### src/rtl/timer_counter_pkg.sv
// Shared definitions for the memory-mapped timer/counter: register offsets,
// FSM state codes, mode codes, instance base addresses and the CTRL field layout.
package timer_counter_pkg;

    localparam int unsigned TC_DATA_W  = 32;
    localparam int unsigned TC_STATE_W = 2;

    // Word offsets selected by addr[3:2]
    localparam logic [1:0] TC_CTRL   = 2'd0;
    localparam logic [1:0] TC_PRESET = 2'd1;
    localparam logic [1:0] TC_COUNT  = 2'd2;

    localparam logic [TC_STATE_W-1:0] TC_IDLE = 2'd0;
    localparam logic [TC_STATE_W-1:0] TC_LOAD = 2'd1;
    localparam logic [TC_STATE_W-1:0] TC_CNT  = 2'd2;
    localparam logic [TC_STATE_W-1:0] TC_INT  = 2'd3;

    localparam logic [1:0] TC_MODE_ONESHOT = 2'b00;
    localparam logic [1:0] TC_MODE_RELOAD  = 2'b01;

    localparam logic [TC_DATA_W-1:0] TC_BASE0 = 32'h0000_7f00;
    localparam logic [TC_DATA_W-1:0] TC_BASE1 = 32'h0000_7f10;

    typedef struct packed {
        logic       im;
        logic [1:0] mode;
        logic       en;
    } tcCtrl_t;

endpackage

### src/rtl/timer_counter.sv
// Timer/counter peripheral: CTRL/PRESET/COUNT register window with a
// down-count FSM and masked interrupt. Optional TC_STATUS_RDBACK_EN exposes
// FSM state and the raw interrupt flag in CTRL read data.
module timer_counter
    import timer_counter_pkg::*;
#(
    parameter logic [TC_DATA_W-1:0] BASE_ADDR = TC_BASE0
) (
    input  logic                 clk,
    input  logic                 reset,
    input  logic [TC_DATA_W-1:0] addr,
    input  logic                 we,
    input  logic [TC_DATA_W-1:0] wdata,
    output logic [TC_DATA_W-1:0] rdata,
    output logic                 irq
);

    logic [TC_STATE_W-1:0] state, stateNext;
    tcCtrl_t               ctrl, ctrlNext;
    logic [TC_DATA_W-1:0]  preset, presetNext;
    logic [TC_DATA_W-1:0]  count, countNext;
    logic                  irqFlag, flagNext;

    logic       hit;
    logic [1:0] regSel;
    logic       wrCtrl;
    logic       wrPreset;
    logic       enEff;
    logic       unusedAddrLsb;

    assign hit           = (addr[TC_DATA_W-1:4] == BASE_ADDR[TC_DATA_W-1:4]);
    assign regSel        = addr[3:2];
    assign wrCtrl        = we && hit && (regSel == TC_CTRL);
    assign wrPreset      = we && hit && (regSel == TC_PRESET);
    assign unusedAddrLsb = ^addr[1:0];

    // Enable seen by the FSM this cycle: a CTRL write acts on the same edge
    assign enEff = wrCtrl ? wdata[0] : ctrl.en;

    always_ff @(posedge clk or negedge reset) begin
        if (!reset) begin
            state   <= TC_IDLE;
            ctrl    <= '0;
            preset  <= '0;
            count   <= '0;
            irqFlag <= 1'b0;
        end else begin
            state   <= stateNext;
            ctrl    <= ctrlNext;
            preset  <= presetNext;
            count   <= countNext;
            irqFlag <= flagNext;
        end
    end

    always_comb begin
        stateNext  = state;
        ctrlNext   = ctrl;
        presetNext = preset;
        countNext  = count;
        flagNext   = irqFlag;

        case (state)
            TC_IDLE: begin
                if (enEff) begin
                    stateNext = TC_LOAD;
                    flagNext  = 1'b0;
                end
            end
            TC_LOAD: begin
                countNext = preset;
                stateNext = TC_CNT;
            end
            TC_CNT: begin
                if (!enEff) begin
                    stateNext = TC_IDLE;
                end else if (count > TC_DATA_W'(1)) begin
                    countNext = count - TC_DATA_W'(1);
                end else begin
                    // Reaching zero always leaves CNT, so the decrement never wraps
                    countNext = '0;
                    flagNext  = 1'b1;
                    stateNext = TC_INT;
                end
            end
            TC_INT: begin
                stateNext = TC_IDLE;
                if (ctrl.mode == TC_MODE_ONESHOT) begin
                    ctrlNext.en = 1'b0;
                end else begin
                    flagNext = 1'b0;
                end
            end
            default: stateNext = TC_IDLE;
        endcase

        // Software writes override the FSM's own enable clear
        if (wrCtrl) begin
            ctrlNext = tcCtrl_t'(wdata[3:0]);
        end
        if (wrPreset) begin
            presetNext = wdata;
        end
    end

    always_comb begin
        rdata = '0;
        if (hit) begin
            case (regSel)
`ifdef TC_STATUS_RDBACK_EN
                TC_CTRL:   rdata = {25'b0, irqFlag, state, ctrl};
`else
                TC_CTRL:   rdata = {28'b0, ctrl};
`endif
                TC_PRESET: rdata = preset;
                TC_COUNT:  rdata = count;
                default:   rdata = '0;
            endcase
        end
    end

    assign irq = irqFlag & ctrl.im;

endmodule

### config.mk
export PLATFORM = sky130hd
export DESIGN_NAME = timer_counter
export DESIGN_NICKNAME = d
export VERILOG_FILES = /design/src/rtl/timer_counter_pkg.sv /design/src/rtl/timer_counter.sv
export SDC_FILE = /design/constraint.sdc
export NUM_CORES = 1
export LEC_CHECK = 0
export ABC_AREA = 1
export CORE_MARGIN = 3
export CORE_UTILIZATION = 58
export CTS_CLUSTER_SIZE = 14
export DETAILED_ROUTE_END_ITERATION = 16
export DONT_BUFFER_PORTS = 1
export GPL_TIMING_DRIVEN = 0
export PLACE_DENSITY = 0.82
export SYNTH_ARGS = -nofsm -noshare
export SYNTH_HDL_FRONTEND = slang
export SYNTH_SLANG_ARGS = --single-unit
### constraint.sdc
create_clock -name clk -period 1.57 [get_ports clk]
set_input_delay 0.314 -clock clk [delete_from_list [all_inputs] [get_ports clk]]
set_output_delay 0.314 -clock clk [all_outputs]
set_load 0.1 [all_outputs]
=== After elaboration in Yosys (flattened, before gate mapping) ===
Index checks and enable logic that the tools add are counted.
W data, S select, Z words.

* Word-level logic and storage cells: 53
* Register bits: 71

* Muxes and demuxes: 18
* Reductions and logical operators: 14
* Magnitude comparators: 1
* Bitwise logic cells: 1
* Equal/unequal tests: 11
* Add/sub/neg operators: 1

{| class="wikitable"
|+ Operators by type and width
! operator !! number
|-
| $mux W32 || 3
|-
| $pmux W32 S3 || 1
|-
| $pmux W32 S2 || 1
|-
| $gt A32 B1 Y1 const B || 1
|-
| $sub A32 B1 Y32 const B || 1
|-
| $eq A28 B11 Y1 const B || 1
|-
| $mux W1 || 8
|-
| $ne A2 B2 Y1 const B || 4
|-
| $pmux W2 S4 || 1
|-
| $eq A2 B2 Y1 const B || 3
|-
| $logic_not A2 Y1 || 3
|-
| $mux W2 || 3
|-
| $reduce_and A2 Y1 || 3
|-
| $reduce_bool A2 Y1 || 3
|-
| $reduce_and A5 Y1 || 1
|-
| $eq A2 B1 Y1 const B || 2
|-
| $logic_and A1 B1 Y1 || 3
|-
| $ne A3 B3 Y1 const B || 1
|-
| $pmux W1 S3 || 1
|-
| $reduce_bool A3 Y1 || 1
|-
| $and A1 B1 Y1 || 1
|}

=== Depth between registers and ports, before layout ===
* Depth in word-level cells: 6
* Mapped depth: 14

=== Worst setup path before layout ===
OpenSTA, ideal clock, no wires.

* Path kind: input port to output port
* Start: input port addr[27]
* End: output port rdata[25]
* Required time: 1,256 ps
* Slack: -1,298 ps
* Stages: 8
* Path buffers: 1
* Arrival time: 2,554 ps
* Cells stage by stage: nor2_1 > nand2_1 > nor2_1 > nand2_1 > nor2_4 > inv_1 > clkbuf_1 > a21oi_1

* Cells in the longest elaborated chain, start to end: 2

{| class="wikitable"
|+ RTL lines
! what !! RTL line !! source
|-
| from (decl) || timer_counter.sv:11 || <nowiki>input logic [TC_DATA_W-1:0] addr,</nowiki>
|-
| $eq A28 B11 Y1 || timer_counter.sv:31 || <nowiki>assign hit = (addr[TC_DATA_W-1:4] == BASE_ADDR[TC_DATA_W-1:4]);</nowiki>
|-
| $mux W32 || timer_counter.sv:108 || <nowiki>if (hit) begin</nowiki>
|-
| to (decl) || timer_counter.sv:14 || <nowiki>output logic [TC_DATA_W-1:0] rdata,</nowiki>
|}

Every way passes these cells.

=== Worst setup path in the final report ===
* Start: register count[3]
* End: output port rdata[3]

* Cells in the longest elaborated chain, start to end: 2

{| class="wikitable"
|+ RTL lines
! what !! RTL line !! source
|-
| from (decl) || timer_counter.sv:21 || <nowiki>logic [TC_DATA_W-1:0] count, countNext;</nowiki>
|-
| from (signal assigned) || timer_counter.sv:51 || <nowiki>count <= countNext;</nowiki>
|-
| $pmux W32 S3 || timer_counter.sv:109 || <nowiki>case (regSel)</nowiki>
|-
| $mux W32 || timer_counter.sv:108 ||
|}

Every way passes these cells.

==> implementation parameters <==
Parameter                              Value

Drt
  Number of remaining DRC errors    0
  Detailed-route wire length per cell    23.1 um
  Residual antenna-violating net count after detailed routing    0
  Ratio of routed vias to standard cells    6.75
  Total wirelength of the detailed-routed design    19.8 mm
  Via Count    between 5000 and 6000
  Initial drt markers    653
  Pre-Repair DR Iteration Count    8

Layout
  Multi-input gate area in the final layout    0.00364 mm^2
  Final Non-Filler Cells    around 860
  Filler cells    about 380
  Number of nets in the layout    818
  Proportion of layout cells with a drive suffix above 1    38.6%
  Final design utilization    between 80 and 90%
  Finished Cell Area    0.00686 mm^2
  Area growth from synthesis to layout    44.1%
  Sequential cell area    0.00180 mm^2
  Antenna diode count    0

Floorplanning
  Core box area    0.00785 mm^2
  Die boundary width    96.6 um
  Die extent in y    96.6 um
  Die area    just over 0.009 mm^2
  Effective utilization at floorplan    60.6%
  Std-Cell Rows    32
  I/O pins    100

CTS
  H-tree Lvls    3
  TritonCTS clock tree    done
  Clk Latency, worst-skew pair    0.37 ns
  Maximum root-to-sink buffer count    2
  Reg clk slew, reported paths    0.09 ns
  Cell chosen for the clock root    sky130_fd_sc_hd__clkbuf_8
  CTS sink count    71
  Num CTS Buffers    9

Timing
  Headroom to the max-slew limit    50.4%
  Share of the cycle needed by the critical path after routing    129%
  F_max    0.494 GHz
  Setup-violating endpoint count in the final report    67
  Max-slew violations    0
  Final count of hold timing violations    71
  Worst hold slack across all endpoints    -0.370 ns
  Worst-case setup margin in the final layout    -0.456 ns
  Unrepaired setup endpoints after global routing    true
  Worst-margin pin slew    0.742 ns
  Clk_skew    0.0126 ns
  Final critical path time including I/O delays and setup    2.03 ns

Synthesis
  Area share of the largest cell type after synthesis    37.3%
  Synth Cell Area    between 0.004 and 0.005 mm^2
  Cell with the most instances after synthesis    sky130_fd_sc_hd__nand2_1
  Synth area leader    sky130_fd_sc_hd__dfrtp_1
  Seq/Total Area, Yosys    37.3%
  Cell types with the largest area share after synthesis    sky130_fd_sc_hd__dfrtp_1 37%, sky130_fd_sc_hd__nand2_1 17%, sky130_fd_sc_hd__nand3_1 9.0%, sky130_fd_sc_hd__nor2_1 6.5%, sky130_fd_sc_hd__mux2_1 5.7%
  Yosys cell types    34
  Synth warnings    0
  Mean Syn Cell Area    7.04 um^2
  Number of enable-type register cells in the synthesized netlist    0
  Dominant synthesized flop cell    sky130_fd_sc_hd__dfrtp_1
  Synth top cells by count    210 x sky130_fd_sc_hd__nand2_1, 86 x sky130_fd_sc_hd__nand3_1, 83 x sky130_fd_sc_hd__nor2_1, 71 x sky130_fd_sc_hd__dfrtp_1, 48 x sky130_fd_sc_hd__inv_1
  Count of state elements after synthesis    71
  Proportion of synthesized flip-flops having asynchronous set or reset    100%
  Instance count of the mapped netlist    676
  Post-synth net total    745

Worst setup path
  CP max-delay cell    sky130_fd_sc_hd__nor2_4
  Req. time, crit path    1.26 ns
  Worst Path Class, Setup    flip-flop to output pin
  Worst reg-to-reg path cell count    12
  CP arrival    around 1.7 ns
  Crit path max fanout    3
  Slowest stage delay, CP    0.54 ns
  CP startpoint kind    flip-flop
  Ordered cell list for the critical path    inv_2 > o22ai_2 > a21oi_2 > nor2_4
  CP endpoint kind    output pin

Global route
  Total track usage    35.8%
  Largest net degree at the start of global routing    about 70
  Via count of the first global-routing pass    just over 5000
  Number of antenna violations at the first check in global routing    0
  Global route total overflow    0
  Global-route wire length before repair    roughly 25 mm

Power and ir drop
  Internal power of the cells    about 2.6 mW
  Power share of the combinational group    3.7%
  Sw Share    24.4%
  Pwr/cell area    510 mW/mm^2
  Net load switching power    about 850 uW
  Portion of total power attributed to sequential cells    52.3%
  Worst vdd ir    between 400 and 500 uV
  Share of power burned in the clock network    44.1%
  Leakage component of the power    approximately 3.3 nW

Place
  Placed standard-cell area    around 0.0053 mm^2
  Final weighted congestion in routability-driven placement    0.956
  Cell total after placement    778
  Count of buffers from port buffering    0
  Post-detail-place hpwl    10.1 mm

Run status
  Status    finished with violations
  Violated checks    hold timing, setup timing

Job
  Max capacitance violation total    0

Min path
  Min-delay worst type    input pin to asynchronous set/reset pin
## critical path, delay by kind of cell, from the launching register on
kind                   cells  cell delay [ns]
AO/OA/AOI/OAI              2             0.31
buffers and inverters      1             0.09
flip-flops                 1             0.40
AND/OR/NAND/NOR            1             0.54
## flip-flops by register name, indices dropped and copies added (netlist names)
register	flops
ctrl	4
count	32
preset	32
irqFlag	1
state	2
## layer usage
layer  wire length (um)  GRT usage, %  part of all wire, %  vias to the layer above
li1                   -             -                    -                     2338
met2               9050          59.3                   46                      561
met3               2530          7.82                   13                      182
met1               6490          44.0                   33                     2690
met4               1700          18.0                  8.6                        0
met5                  0             0                    0                        -
## power groups by stage
stage / registers (mW) / logic [mW] / clock network [mW]
6_report: 1.83 / 0.128 / 1.54
2_1_floorplan: 1.86 / 0.0679 / 0
4_1_cts: 1.83 / 0.105 / 1.52
3_5_place_dp: 1.86 / 0.0933 / 0
5_1_grt: 1.83 / 0.137 / 1.60
3_3_place_gp: 1.86 / 0.0895 / 0
## repair_timing
action	4_1_cts	5_1_grt
cloned	6	2
endpoints found under the hold margin	71	71
setup buffers	35	22
gates resized for setup	156	90
setup endpoints to repair	67	71
pin swaps	68	77
## final timing paths
check	startpoint	endpoint	slack, ns
min in group clk	wdata[5]	preset[5]	0.07
min	reset	preset[5]	-0.37
max in group asynchronous	reset	count[4]	1.82
min reg2reg	irqFlag	irqFlag	0.52
max reg2reg	count[1]	count[1]	-0.43
max	count[3]	rdata[3]	-0.46
## through the flow
step	TNS (ns)	total power [mW]	setup WS (ns)
2_1_floorplan	-11.27	1.93	-0.373
6_report	-22.30	3.49	-0.456
4_1_cts	-19.56	3.45	-0.435
3_3_place_gp	-32.09	1.95	-0.758
5_1_grt	-27.31	3.57	-0.570
3_5_place_dp	-35.26	1.96	-0.785
## kinds of logic after synthesis
| kind of cell | count (synthesis) | share of synthesized area, % |
|---|---|---|
| XOR/XNOR | 18 | 3.31 |
| adder cells (fa/ha/maj) | 2 | 0.526 |
| flip-flops | 71 | 37.3 |
| multiplexers | 29 | 6.86 |
| AND/OR/NAND/NOR | 403 | 36.2 |
| buffers and inverters | 78 | 7.39 |
| AO/OA/AOI/OAI | 75 | 8.41 |
## final cells by class
| class | count | area share, % |
|---|---|---|
| Timing Repair Buffer | 61 | 8.50 |
| Clock buffer | 10 | 2.01 |
| Tap cell | 102 | 1.86 |
| Inverter | 48 | 2.99 |
| Clock inverter | 5 | 0.857 |
| Buffer | 30 | 4.49 |
| Multi-Input combinational cell | 528 | 53.1 |
| Sequential cell | 71 | 26.2 |
## placed cells by master, fill, tap and decap left out, types with 15 or more instances in the layout
cell type	netlist	final
sky130_fd_sc_hd__o21ai_2	1	16
sky130_fd_sc_hd__a21oi_4	0	28
sky130_fd_sc_hd__buf_6	5	19
sky130_fd_sc_hd__buf_4	3	43
sky130_fd_sc_hd__nand2_1	210	190
sky130_fd_sc_hd__nor2_1	83	33
sky130_fd_sc_hd__nor2_4	3	45
sky130_fd_sc_hd__inv_1	48	41
sky130_fd_sc_hd__dfrtp_2	0	15
sky130_fd_sc_hd__dfrtp_1	71	56
sky130_fd_sc_hd__nand2_2	1	18
sky130_fd_sc_hd__nand3_1	86	74
sky130_fd_sc_hd__mux2_1	24	24
(Power assumes the default switching activity.)
